`src/rtl/serial_receive_sefunmi.sv`:
```
`default_nettype none
// +-----------------------------------------------------------------------------+
// | serial_receive_sefunmi                                                      |
// | Framed bit-serial receiver: 9 data bits, even parity, one stop bit.         |
// | Rev 1.0                                                                     |
// +-----------------------------------------------------------------------------+
module serial_receive_sefunmi #(
    parameter int BIT_CYCLES = 16
) (
    input  logic       clk,
    input  logic       clr_n,
    input  logic       serial_in,
    output logic [8:0] data_received,
    output logic       data_valid,
    output logic       parity_error,
    output logic       framing_error,
    output logic       busy
);

    localparam int CW = (BIT_CYCLES > 1) ? $clog2(BIT_CYCLES) : 1;
    // The counter counts down to 0 and samples there, so loads are one less than the period.
    localparam logic [CW-1:0] C_HALF_M1 = CW'(BIT_CYCLES / 2 - 1);
    localparam logic [CW-1:0] C_BIT_M1  = CW'(BIT_CYCLES - 1);

    typedef enum logic [2:0] {
        S_IDLE   = 3'd0,
        S_START  = 3'd1,
        S_DATA   = 3'd2,
        S_PARITY = 3'd3,
        S_STOP   = 3'd4
    } state_t;

    state_t          state_q;
    logic            sync1_q;
    logic            sync2_q;
    logic            prev_q;
    logic [CW-1:0]   cnt_q;
    logic [3:0]      bit_idx_q;
    logic [8:0]      shift_q;
    logic            par_q;
    logic [8:0]      data_q;
    logic            valid_q;
    logic            perr_q;
    logic            ferr_q;
    logic            busy_q;

    logic            fall_d;
    logic            at_sample_d;
    logic [8:0]      shift_d;
    logic            par_bad_d;

    assign fall_d      = prev_q & ~sync2_q;
    assign at_sample_d = (cnt_q == '0);
    assign shift_d     = {sync2_q, shift_q[8:1]};
    assign par_bad_d   = ^{shift_q, par_q};

    always_ff @(posedge clk) begin
        if (!clr_n) begin
            state_q   <= S_IDLE;
            sync1_q   <= 1'b1;
            sync2_q   <= 1'b1;
            prev_q    <= 1'b1;
            cnt_q     <= '0;
            bit_idx_q <= 4'd0;
            shift_q   <= 9'h000;
            par_q     <= 1'b0;
            data_q    <= 9'h000;
            valid_q   <= 1'b0;
            perr_q    <= 1'b0;
            ferr_q    <= 1'b0;
            busy_q    <= 1'b0;
        end else begin
            sync1_q <= serial_in;
            sync2_q <= sync1_q;
            prev_q  <= sync2_q;
            valid_q <= 1'b0;
            perr_q  <= 1'b0;
            ferr_q  <= 1'b0;

            if (state_q != S_IDLE && !at_sample_d) begin
                cnt_q <= cnt_q - 1'b1;
            end

            case (state_q)
                S_IDLE: begin
                    if (fall_d) begin
                        state_q <= S_START;
                        cnt_q   <= C_HALF_M1;
                        busy_q  <= 1'b1;
                    end
                end
                S_START: begin
                    if (at_sample_d) begin
                        if (!sync2_q) begin
                            state_q   <= S_DATA;
                            cnt_q     <= C_BIT_M1;
                            bit_idx_q <= 4'd0;
                        end else begin
                            state_q <= S_IDLE;
                            busy_q  <= 1'b0;
                        end
                    end
                end
                S_DATA: begin
                    if (at_sample_d) begin
                        shift_q   <= shift_d;
                        cnt_q     <= C_BIT_M1;
                        bit_idx_q <= bit_idx_q + 4'd1;
                        if (bit_idx_q == 4'd8) begin
                            state_q <= S_PARITY;
                        end
                    end
                end
                S_PARITY: begin
                    if (at_sample_d) begin
                        par_q   <= sync2_q;
                        cnt_q   <= C_BIT_M1;
                        state_q <= S_STOP;
                    end
                end
                S_STOP: begin
                    if (at_sample_d) begin
                        state_q <= S_IDLE;
                        busy_q  <= 1'b0;
                        data_q  <= shift_q;
                        // A bad stop bit outranks a parity fault.
                        if (!sync2_q) begin
                            ferr_q <= 1'b1;
                        end else if (par_bad_d) begin
                            perr_q <= 1'b1;
                        end else begin
                            valid_q <= 1'b1;
                        end
                    end
                end
                default: begin
                    state_q <= S_IDLE;
                    busy_q  <= 1'b0;
                end
            endcase
        end
    end

    assign data_received = data_q;
    assign data_valid    = valid_q;
    assign parity_error  = perr_q;
    assign framing_error = ferr_q;
    assign busy          = busy_q;

endmodule
`default_nettype wire
```
`config.mk`:
```
export PLATFORM = sky130hd
export DESIGN_NAME = serial_receive_sefunmi
export DESIGN_NICKNAME = d
export VERILOG_FILES = /design/src/rtl/serial_receive_sefunmi.sv
export SDC_FILE = /design/constraint.sdc
export NUM_CORES = 1
export LEC_CHECK = 0
export CAP_MARGIN = 5
export CORE_MARGIN = 4
export CORE_UTILIZATION = 50
export DETAILED_ROUTE_END_ITERATION = 10
export PLACE_DENSITY = 0.83
export SLEW_MARGIN = 10
export SYNTH_ARGS = -nofsm -noshare
export SYNTH_HDL_FRONTEND = slang
export SYNTH_SLANG_ARGS = --single-unit
```
`constraint.sdc`:
```
create_clock -name clk -period 2.25 [get_ports clk]
set_input_delay 0.5625 -clock clk [delete_from_list [all_inputs] [get_ports clk]]
set_output_delay 0.5625 -clock clk [all_outputs]
set_load 0.1 [all_outputs]
```
# After elaboration in Yosys (flattened, before gate mapping)
# Cells that the tools add are included.
# Widths: inputs -> output; s select.
# op_classes
add_sub_neg	2
reduce_logical	16
muxes	26
n_eq_ne	13
n_bitwise	3
# op_table
cell	count
$mux 4	8
$mux 3	6
$ne 2x2->1 const B	8
$pmux 3 s5	1
$pmux 4 s3	1
$reduce_xor 10->1	1
$pmux 4 s2	1
$reduce_and 4->1	2
$mux 1	7
$eq 3x2->1 const B	2
$reduce_and 2->1	3
$reduce_and 6->1	1
$reduce_and 5->1	1
$add 4x1->4 const B	1
$eq 4x4->1 const B	1
$logic_not 4->1	1
$pmux 1 s4	1
$sub 4x1->4 const B	1
$eq 3x1->1 const B	1
$eq 3x3->1 const B	1
$logic_not 3->1	1
$reduce_and 3->1	1
$reduce_bool 3->1	1
$mux 2	1
6 further kinds	7
# totals
wordCells	73
out_inout_bits	13
regBits	37

# Logic depth before layout (Yosys ltp)
# Gate-level depths: netlist of run 1.
# logic_depth
word_depth	7
depth_mapped	7

# Worst setup path before layout of run 1
# No wires, ideal clock.
# synth_timing
path_kind	register to register
start	register cnt_q[0]
end	register shift_q[7]
slack_ns	0.572
stages_incl_launch_ff	8
n_path_buf	1
t_arrival_ns	1.608
required_time_ns	2.180
setup_time_ns	0.070
path_cell_list	dfxtp_1 > inv_1 > ha_1 > or3b_4 > nor4b_4 > buf_6 > nand2_1 > a21oi_2
# synth_between
elab_chain_len	2
# synth_lines
item	line_no	rtl
start, declared	37	logic [CW-1:0] cnt_q;
start signal, assigned	81	cnt_q <= cnt_q - 1'b1;
$logic_not 4->1	53	assign at_sample_d = (cnt_q == '0);
$reduce_and 2->1 (no source line)	-	
end signal, assigned	106	shift_q <= shift_d;
end, declared	39	logic [8:0] shift_q;
# No other way between the ends.
# A chain may end at the register's enable or synchronous reset.

# Worst setup path after layout of run 1
# layout_timing
start	register cnt_q[0]
end	register bit_idx_q[0]
# layout_between
elab_chain_len	3
word_cells_on_any_way	4
classes_between	eq/ne: 2; reduce/logical: 2
# layout_lines
item	line_no	rtl
$logic_not 4->1 *	53	
$ne 2x2->1 (no source line)	-	
$reduce_and 4->1 (no source line) *	-	
end signal, assigned	108	bit_idx_q <= bit_idx_q + 4'd1;
end, declared	38	logic [3:0] bit_idx_q;
# Mark *: on every way between the ends. The rest lies on a longest branch, timed or not.

==> summary.md, run 1 <==
| Metric | Value |
|---|---|
| Run status | finished, final reports clean |
| Mapped cell area | roughly 1700 um^2 |
| Top FF cell, synth | dfxtp_1 |
| Max cap viols | 0 |
| Power density over the cells | roughly 600 nW/um^2 |
| WS Path Type | register to register |
| WL per Instance | 12.0 um |
| HP Class | register to register |
| Total wire length | ~3 mm |
| PortBufs | 15 |
| Fin crit period | around 1.9 ns |
| Critical path arrival | between 2 and 2.5 ns |
| Critical path launch point type | register |
| CTS resizes | 0 |
| Layout cells sized above 1 | about 15% |
| Final Slew Violations | 0 |
| Initial cell density of the core | a little over half |
| Final setup TNS | 0 ns |
| Setup-failing EPs final | 0 |
| Worst-Margin Slew | roughly 0.52 ns |
| Grt ovf | 0 |
| Worst min-delay path startpoint | sync1_q$_SDFF_PN1_ |
| Synth async-reset ratio | 0% |
| Final Cell Area | 1880 um^2 |
| Drt first pass iters | 4 |
| Gr usage total | between 15 and 20% |
| Hold Buf Count CTS | 0 |
| Register area | around 740 um^2 |
| Final worst slack | 0.359 ns |
| Root buf cell | clkbuf_4 |
| Via Count | between 1000 and 1500 |
| # IOs | 16 |
| Multi-input combinational cell area | 852 um^2 |
| # DRC | 0 |
| Seq cells post-synth | 37 |
| Grt met2 use | 24.7% |
| Final period util | between 80 and 90% |
| Initial DRC count | 56 |
| Fillers | ~280 |
| Worst R2R End | bit_idx_q[0]$_SDFFE_PN0P_ |
| Std cell rows | 20 |
| Clk_skew | ~0.012 ns |
| Static leakage | ~0.77 nW |
| Postcts setup bufs | 0 |
| Reg-to-reg startpoint | cnt_q[0]$_SDFF_PN0_ |
| Die H | about 66 um |
| Slew Limit Headroom | approximately 65% |
| GR Util met1 | about 19% |
| Post-DP Area | around 1800 um^2 |
| GR Util met3 | between 3 and 4% |
| Initial antenna violation count | 0 |
| Cells after synthesis | around 180 |
| Placed insts | 240 |
| Fin. Hold Viols | 0 |
| First-pass GRT wire length | 5.07 mm |
| Hold EP | sync2_q$_SDFF_PN1_ |
| Peak VDD IR | 0.312 mV |
| Overall power | 1.15 mW |
| Reg clk slew, reported paths | 0.11 ns |
| Largest net degree at the start of global routing | 23 |
| Synth warn | 0 |
| Required time of the critical path | roughly 2.5 ns |
| Vias/cell | between 5 and 6 |
| Commonest non-fill, non-tap cells in the layout | dfxtp_1, nand2_1, nor2_1, buf_4 |
| DPL Wire Length | 2.07 mm |
| Post-Place Worst Slack | roughly 0.41 ns |
| Critical Path End Type | register |
| Vias in the first global route | roughly 1200 |
| Gr busiest metal | met2 |
| Die width | 66.0 um |
| CTS Buf Count | 5 |
| Mean area per synthesized cell | 9.13 um^2 |
| Max Fclk | about 530 MHz |
| Synth unique cells | 40 |
| H-tree depth | 2 |
| Layout area overhead | 12.1% |
| Reg2reg setup slack | between 0.3 and 0.4 ns |
| CTS tree | built |
| Post-Syn Nets | ~190 |
| Core Region | approximately 3100 um^2 |
| Critical path peak fanout | 14 |
| Final Wtd Congestion | roughly 0.77 |
| Share of the yosys chip area belonging to registers | between 40% and 50% |
| Final nets | 210 |
| Clock buffer depth | 2 |
| R2R depth | 7 |
| Die Footprint | between 4000 and 5000 um^2 |
| Commonest non-fill, non-tap cell in the layout | dfxtp_1 |
| Hold path cells | 1 |
| Layout Cells excl Fill | between 200 and 250 |
| Antenna Cells | 0 |
| CTS Sinks | 37 |
| Post-DRT Antenna Nets | 0 |
| Number of synthesized flops with an enable pin | 0 |
| Unrepaired setup endpoints after global routing | false |
| Insertion delay to the later sink of the worst-skew pair | approximately 0.34 ns |
area by class of cell:
cell class	instances	share of cell area, %
Clock buffer	8	2.59
Inverter	6	1.20
Timing Repair Buffer	21	8.64
Sequential cell	37	39.4
Tap cell	44	2.93
Multi-Input combinational cell	132	45.3
cell families (layout without fill, tap and decap cells):
| logic type | after synthesis | after routing | share of synthesized area (%) |
|---|---|---|---|
| buffers and inverters | 15 | 35 | 5.14 |
| flip-flops | 37 | 37 | 44.1 |
| AND/OR/NAND/NOR | 77 | 77 | 24.3 |
| multiplexers | 12 | 12 | 7.15 |
| adder cells (fa/ha/maj) | 4 | 4 | 2.98 |
| AO/OA/AOI/OAI | 31 | 31 | 11.3 |
| XOR/XNOR | 8 | 8 | 4.99 |
worst max path at each step:
stage | from | to | slack (ns) | cells past startpoint
after floorplan | cnt_q[0]$_SDFF_PN0_ | shift_q[7]$_SDFFE_PN0P_ | 0.57 | 7
after global placement | clr_n | bit_idx_q[0]$_SDFFE_PN0P_ | 0.44 | 4
after CTS | cnt_q[0]$_SDFF_PN0_ | bit_idx_q[0]$_SDFFE_PN0P_ | 0.36 | 7
after detailed placement | cnt_q[0]$_SDFF_PN0_ | bit_idx_q[0]$_SDFFE_PN0P_ | 0.41 | 7
final | cnt_q[0]$_SDFF_PN0_ | bit_idx_q[0]$_SDFFE_PN0P_ | 0.36 | 7
after global routing | cnt_q[0]$_SDFF_PN0_ | shift_q[6]$_SDFFE_PN0P_ | 0.15 | 7
critical path, stage by stage, from the launching register on:
cell and delay (ns):
dfxtp_1 0.34, inv_1 0.09, ha_1 0.20, or3b_4 0.43
nor4b_4 0.22, buf_4 0.23, nor2_1 0.06, a211oi_1 0.21
cell usage after synthesis (2+ instances only):
cell / count / area (um^2)
a211oi_1: 2 / 15.0
a21oi_1: 12 / 60.1
a31oi_1: 3 / 18.8
buf_2: 2 / 10.0
clkbuf_1: 4 / 15.0
clkbuf_8: 2 / 27.5
dfxtp_1: 37 / 741
ha_1: 4 / 50.1
inv_1: 5 / 18.8
mux2i_1: 12 / 120
nand2_1: 24 / 90.1
nand2b_1: 5 / 31.3
nand3_1: 4 / 20.0
nand3b_1: 2 / 15.0
nand4b_1: 2 / 17.5
nor2_1: 20 / 75.1
nor2b_1: 4 / 25.0
nor3_1: 2 / 10.0
nor3b_1: 4 / 30.0
o21ai_0: 7 / 35.0
or3_1: 2 / 12.5
xnor2_1: 7 / 61.3
state kept, by name (all words and copies together), names as in the netlist:
signal         count
sync1_q            1
par_q              1
bit_idx_q          4
parity_error       1
framing_error      1
busy               1
sync2_q            1
cnt_q              4
prev_q             1
shift_q            9
state_q            3
data_valid         1
data_received      9
metrics by stage:
| stage | utilization, % | hold slack (ns) |
|---|---|---|
| 4_1_cts | 60.2 | 0.425 |
| 2_1_floorplan | - | 0.386 |
| 5_1_grt | 60.2 | 0.438 |
| 3_5_place_dp | 58.6 | 0.401 |
| 6_report | 60.2 | 0.430 |
| 3_3_place_gp | 58.6 | 0.398 |
power breakdown:
part           total, mW  switching (mW)  internal [mW]
Combinational      0.143          0.0825         0.0601
Sequential         0.680          0.0123          0.668
Clock              0.327           0.202          0.125
routing by layer:
metal  share of wire (%)  up-vias
met1                  48      612
met2                  47       19
li1                    -      663
met4                 1.9        0
met3                 3.1        5
met5                   0        -
(Power assumes the default switching activity.)
==> inputs of run 2 (changes only) <==
--- a/config.mk
+++ b/config.mk
@@ -9,7 +9,7 @@
 export CORE_MARGIN = 4
 export CORE_UTILIZATION = 50
 export DETAILED_ROUTE_END_ITERATION = 10
-export PLACE_DENSITY = 0.83
+export PLACE_DENSITY = 0.86
 export SLEW_MARGIN = 10
 export SYNTH_ARGS = -nofsm -noshare
 export SYNTH_HDL_FRONTEND = slang
==> constraint.sdc (replaced) <==
create_clock -name clk -period 1.7 [get_ports clk]
set_input_delay 0.425 -clock clk [delete_from_list [all_inputs] [get_ports clk]]
set_output_delay 0.425 -clock clk [all_outputs]
set_load 0.1 [all_outputs]
==> summary.md, run 2 (synthesized netlist as in run 1, its figures left out) <==
| Metric | Value |
|---|---|
| Worst-Margin Slew | between 0.4 and 0.5 ns |
| Critical path launch point type | register |
| Die H | about 66 um |
| Antenna Cells | 0 |
| WL per Instance | around 14 um |
| Critical path arrival | about 2.1 ns |
| Vias in the first global route | 1405 |
| Final Wtd Congestion | 0.811 |
| Fillers | 220 |
| Unrepaired setup endpoints after global routing | true |
| Internal power | 1.36 mW |
| Combinational Power Share | around 14% |
| Vias/cell | around 5.5 |
| Final nets | approximately 230 |
| Root buf cell | clkbuf_4 |
| Overall power | ~1.8 mW |
| Final period util | 106% |
| Run status | finished with violations |
| Required time of the critical path | roughly 2.0 ns |
| Clock buffer depth | 2 |
| Fraction of power spent switching nets | around a quarter |
| First-pass GRT wire length | 6.13 mm |
| Die width | roughly 66 um |
| Total wire length | approximately 3.7 mm |
| Commonest non-fill, non-tap cells in the layout | dfxtp_1, nand2_1, nor2_1, buf_4, buf_12 |
| CTS Buf Count | 5 |
| Insertion delay to the later sink of the worst-skew pair | roughly 0.35 ns |
| Largest net degree at the start of global routing | 19 |
| Slew Limit Headroom | between 70% and 80% |
| Max cap viols | 0 |
| Max Fclk | 555 MHz |
| Fin. Hold Viols | 0 |
| Critical Path End Type | register |
| Initial cell density of the core | 53.7% |
| Post-DP Area | 2070 um^2 |
| Final worst slack | -0.101 ns |
| Initial antenna violation count | 0 |
| PortBufs | 15 |
| WS Path Type | register to register |
| Fin crit period | 1.80 ns |
| Final Slew Violations | 0 |
| H-tree depth | 2 |
| Peak VDD IR | slightly below 0.5 mV |
| Initial DRC count | between 60 and 70 |
| Die Footprint | about 4300 um^2 |
| Std cell rows | 20 |
| Power density over the cells | 799 nW/um^2 |
| Final Cell Area | between 2000 and 2500 um^2 |
| Layout area overhead | 34.9% |
| Clock Power Share | 35.9% |
| Setup-failing EPs final | 9 |
| # DRC | 0 |
| Reg clk slew, reported paths | 0.11 ns |
| CTS Sinks | 37 |
| Post-DRT Antenna Nets | 0 |
| Drt first pass iters | 4 |
| Gr usage total | between 15 and 20% |
| Reg2reg setup slack | -0.10 ns |
| Failing checks | setup timing |
| CTS tree | built |
| # IOs | 16 |
| Clk_skew | between 0.006 and 0.007 ns |
| Hold slack | 0.411 ns |
| Flop pwr share | approximately half |
| Commonest non-fill, non-tap cell in the layout | dfxtp_1 |
| Via Count | about 1400 |
| Grt ovf | 0 |
| DPL Wire Length | about 2.5 mm |
| Final setup TNS | -0.491 ns |
| Post-Place Worst Slack | -0.150 ns |
| HP Class | register to register |
| P_sw | ~450 uW |
| Static leakage | between 0.9 and 1 nW |
| Layout cells sized above 1 | roughly 29% |
| Core Region | between 3000 and 4000 um^2 |
| Critical path peak fanout | 7 |
## run 2: layout make-up
type | instances | area (um^2) | share of cell area [%]
clock buffers | 6 | 51.3 | 2.27
well taps | 44 | 55.1 | 2.43
inverters | 6 | 22.5 | 0.994
repair buffers | 37 | 457 | 20.2
multi-input cells | 132 | 898 | 39.7
clock inverters | 2 | 37.5 | 1.66
flip-flops and latches | 37 | 743 | 32.8
## run 2: repair_timing
item,4_1_cts,5_1_grt
buffers inserted,3,3
setup endpoints to repair,14,14
pin swaps,5,5
gates resized for setup,13,8
hold buffers,0,0
gates cloned,1,0
## run 2: final timing paths
| path | start | end | cells after the start |
|---|---|---|---|
| max | cnt_q[1]$_SDFF_PN0_ | shift_q[1]$_SDFFE_PN0P_ | 8 |
| min | sync1_q$_SDFF_PN1_ | sync2_q$_SDFF_PN1_ | 1 |
| max reg2reg | cnt_q[1]$_SDFF_PN0_ | shift_q[1]$_SDFFE_PN0P_ | 8 |
| min reg2reg | sync1_q$_SDFF_PN1_ | sync2_q$_SDFF_PN1_ | 1 |
## run 2: power by group through the flow
| stage | sequential (mW) | clock (mW) | combinational, mW |
|---|---|---|---|
| after floorplan | 0.926 | 0 | 0.138 |
| after global placement | 0.916 | 0 | 0.213 |
| after CTS | 0.899 | 0.668 | 0.251 |
| after global routing | 0.904 | 0.711 | 0.283 |
| after detailed placement | 0.917 | 0 | 0.219 |
| final | 0.900 | 0.650 | 0.260 |
## run 2: worst max-delay path: stages, from the launching register on
cell and delay (ns):
dfxtp_2 0.34, inv_2 0.07, ha_4 0.14, or3b_4 0.41
nor4b_4 0.27, buf_4 0.17, buf_6 0.12, nand2_1 0.07
a21oi_2 0.14
## run 2: routing by layer
layer  vias up  GRT usage [%]  share of wire, %
met3         9           6.63               5.2
met5         -              0                 0
met4         0           10.7               1.8
met1       688           21.1                42
met2        48           29.7                51
li1        697              -                 -
## run 2: stage by stage
step | util (%) | cells
floorplan | - | 184
global placement | 66.2 | 250
detailed placement | 66.2 | 250
CTS | 71.0 | 262
global route | 72.4 | 264
finish | 72.4 | 264
==> inputs of run 3 (changes only) <==
--- a/config.mk
+++ b/config.mk
@@ -6,10 +6,13 @@
 export NUM_CORES = 1
 export LEC_CHECK = 0
 export CAP_MARGIN = 5
+export CELL_PAD_IN_SITES_DETAIL_PLACEMENT = 1
+export CELL_PAD_IN_SITES_GLOBAL_PLACEMENT = 1
 export CORE_MARGIN = 4
-export CORE_UTILIZATION = 50
+export CORE_UTILIZATION = 38
 export DETAILED_ROUTE_END_ITERATION = 10
-export PLACE_DENSITY = 0.86
+export PLACE_DENSITY = 0.85
+export SETUP_SLACK_MARGIN = 0.02
 export SLEW_MARGIN = 10
 export SYNTH_ARGS = -nofsm -noshare
 export SYNTH_HDL_FRONTEND = slang
==> summary.md, run 3 (synthesized netlist as in run 1, its figures left out) <==
| Metric | Value |
|---|---|
| Run status | finished with violations |
| Failing checks | setup timing |
| Final core occ | a little under three fifths |
| Die H | roughly 74 um |
| Max cap viols | 0 |
| Post-DRT Antenna Nets | 0 |
| CP Cell Sequence | inv_2 -> ha_4 -> or3b_4 -> nor4b_4 -> buf_4 -> buf_12 -> nand3b_1 -> a31oi_1 |
| Peak VDD IR | around 0.47 mV |
| Unrepaired setup endpoints after global routing | true |
| CTS tree | built |
| Critical Path End Type | register |
| Fin crit period | around 1.8 ns |
| HP Class | register to register |
| Post-DP Area | ~2100 um^2 |
| Placed insts | 256 |
| Final period util | 104% |
| Drt first pass iters | 4 |
| Antenna Cells | 0 |
| Slew Limit Headroom | 64.8% |
| WL per Instance | 16.1 um |
| Required time of the critical path | around 1.9 ns |
| Power density over the cells | between 800 and 900 nW/um^2 |
| Static leakage | approximately 0.96 nW |
| Initial DRC count | 39 |
| Crit path max-delay cell type | or3b_4 |
| Layout area overhead | 38.2% |
| Gr usage total | around 17% |
| Vias in the first global route | between 1000 and 1500 |
| Final Slew Violations | 0 |
| Critical path peak fanout | 7 |
| Final nets | between 200 and 250 |
| Via Count | approximately 1400 |
| Total wire length | ~4.3 mm |
| Final Wtd Congestion | 0.809 |
| Clk_skew | slightly below 0.009 ns |
| Clock Power Share | ~40% |
| Combinational Power Share | a little over an eighth |
| Initial cell density of the core | between 40% and 50% |
| Hold Buf Count CTS | 0 |
| Initial antenna violation count | 0 |
| Fin. Hold Viols | 0 |
| WS Path Type | register to register |
| Clock buffer depth | 2 |
| First-pass GRT wire length | between 7 and 8 mm |
| Critical path launch point type | register |
| Internal power | ~1.4 mW |
| Layout Cells excl Fill | 267 |
| # DRC | 0 |
| Core Region | around 4100 um^2 |
| Vias/cell | roughly 5.3 |
| Max Fclk | between 500 and 600 MHz |
| Reg clk slew, reported paths | approximately 0.070 ns |
| Final Cell Area | around 2300 um^2 |
| Cell family with most CP delay | simple AND/OR/NAND/NOR gates |
| Die width | around 74 um |
| Std cell rows | 23 |
| Insertion delay to the later sink of the worst-skew pair | between 0.2 and 0.3 ns |
| Commonest non-fill, non-tap cell in the layout | dfxtp_1 |
| Commonest non-fill, non-tap cells in the layout | dfxtp_1, nand2_1, nor2_1, buf_4, buf_12 |
| Worst-Margin Slew | ~0.52 ns |
| Root buf cell | clkbuf_8 |
| Largest net degree at the start of global routing | 27 |
| CP peak stage delay | between 0.4 and 0.5 ns |
| Grt ovf | 0 |
| P_sw | roughly 470 uW |
| Critical path arrival | ~2 ns |
| H-tree depth | 2 |
| # IOs | 16 |
| Flop pwr share | ~48% |
| Setup-failing EPs final | 12 |
| CP bufs+invs | 3 |
| DPL Wire Length | 2.80 mm |
| Die Footprint | 5550 um^2 |
| PortBufs | 15 |
| CTS Buf Count | 5 |
| Final worst slack | -0.0692 ns |
| Layout cells sized above 1 | between 20% and 30% |
| Fraction of power spent switching nets | 24.7% |
| CTS Sinks | 37 |
run 3: worst register-to-register path, stage by stage, from the launching register on:
cell      delay, ns
dfxtp_2        0.33
inv_2          0.07
ha_4           0.14
or3b_4         0.43
nor4b_4        0.21
buf_4          0.18
buf_12         0.12
nand3b_1       0.07
a31oi_1        0.15
run 3: worst paths after layout:
kind,slack (ns),start,cells after the start,endpoint
worst max-delay path,-0.07,cnt_q[0]$_SDFF_PN0_,8,bit_idx_q[2]$_SDFFE_PN0P_
worst max register to register,-0.07,cnt_q[0]$_SDFF_PN0_,8,bit_idx_q[2]$_SDFFE_PN0P_
worst min-delay path,0.42,sync1_q$_SDFF_PN1_,1,sync2_q$_SDFF_PN1_
worst min register to register,0.42,sync1_q$_SDFF_PN1_,1,sync2_q$_SDFF_PN1_
run 3: repair_timing:
item | 4_1_cts | 5_1_grt
setup buffers | 0 | 3
pin swaps | 0 | 6
endpoints found under the setup margin | 13 | 30
gates resized for setup | 1 | 20
cloned | 0 | 1
run 3: final cells by class:
type	count	area, um^2
repair buffers	35	473
clock inverters	2	35.0
inverters	6	22.5
fillers	466	1820
flip-flops and latches	37	743
clock buffers	5	68.8
multi-input cells	132	916
well taps	50	62.6
run 3: layer usage:
| metal | GRT usage [%] | vias up | routed length [um] |
|---|---|---|---|
| met1 | 20.8 | 690 | 1960 |
| met3 | 3.78 | 10 | 99 |
| met5 | 0 | - | 0 |
| met4 | 8.50 | 0 | 151 |
| met2 | 28.3 | 24 | 2100 |
| li1 | - | 694 | - |
run 3: power by group through the flow:
stage / combinational [mW] / sequential [mW] / clock (mW)
2_1_floorplan: 0.138 / 0.926 / 0
3_3_place_gp: 0.219 / 0.916 / 0
3_5_place_dp: 0.227 / 0.917 / 0
4_1_cts: 0.234 / 0.897 / 0.750
5_1_grt: 0.273 / 0.902 / 0.805
6_report: 0.247 / 0.899 / 0.744
run 3: metrics by stage:
| stage | power, mW | hold slack [ns] | TNS [ns] | setup WS [ns] |
|---|---|---|---|---|
| 2_1_floorplan | 1.06 | 0.386 | 0 | 0.0222 |
| 3_3_place_gp | 1.13 | 0.390 | 0 | 0.00443 |
| 3_5_place_dp | 1.14 | 0.398 | -0.163 | -0.0616 |
| 4_1_cts | 1.88 | 0.427 | -0.294 | -0.0866 |
| 5_1_grt | 1.98 | 0.456 | -1.99 | -0.202 |
| 6_report | 1.89 | 0.421 | -0.446 | -0.0692 |
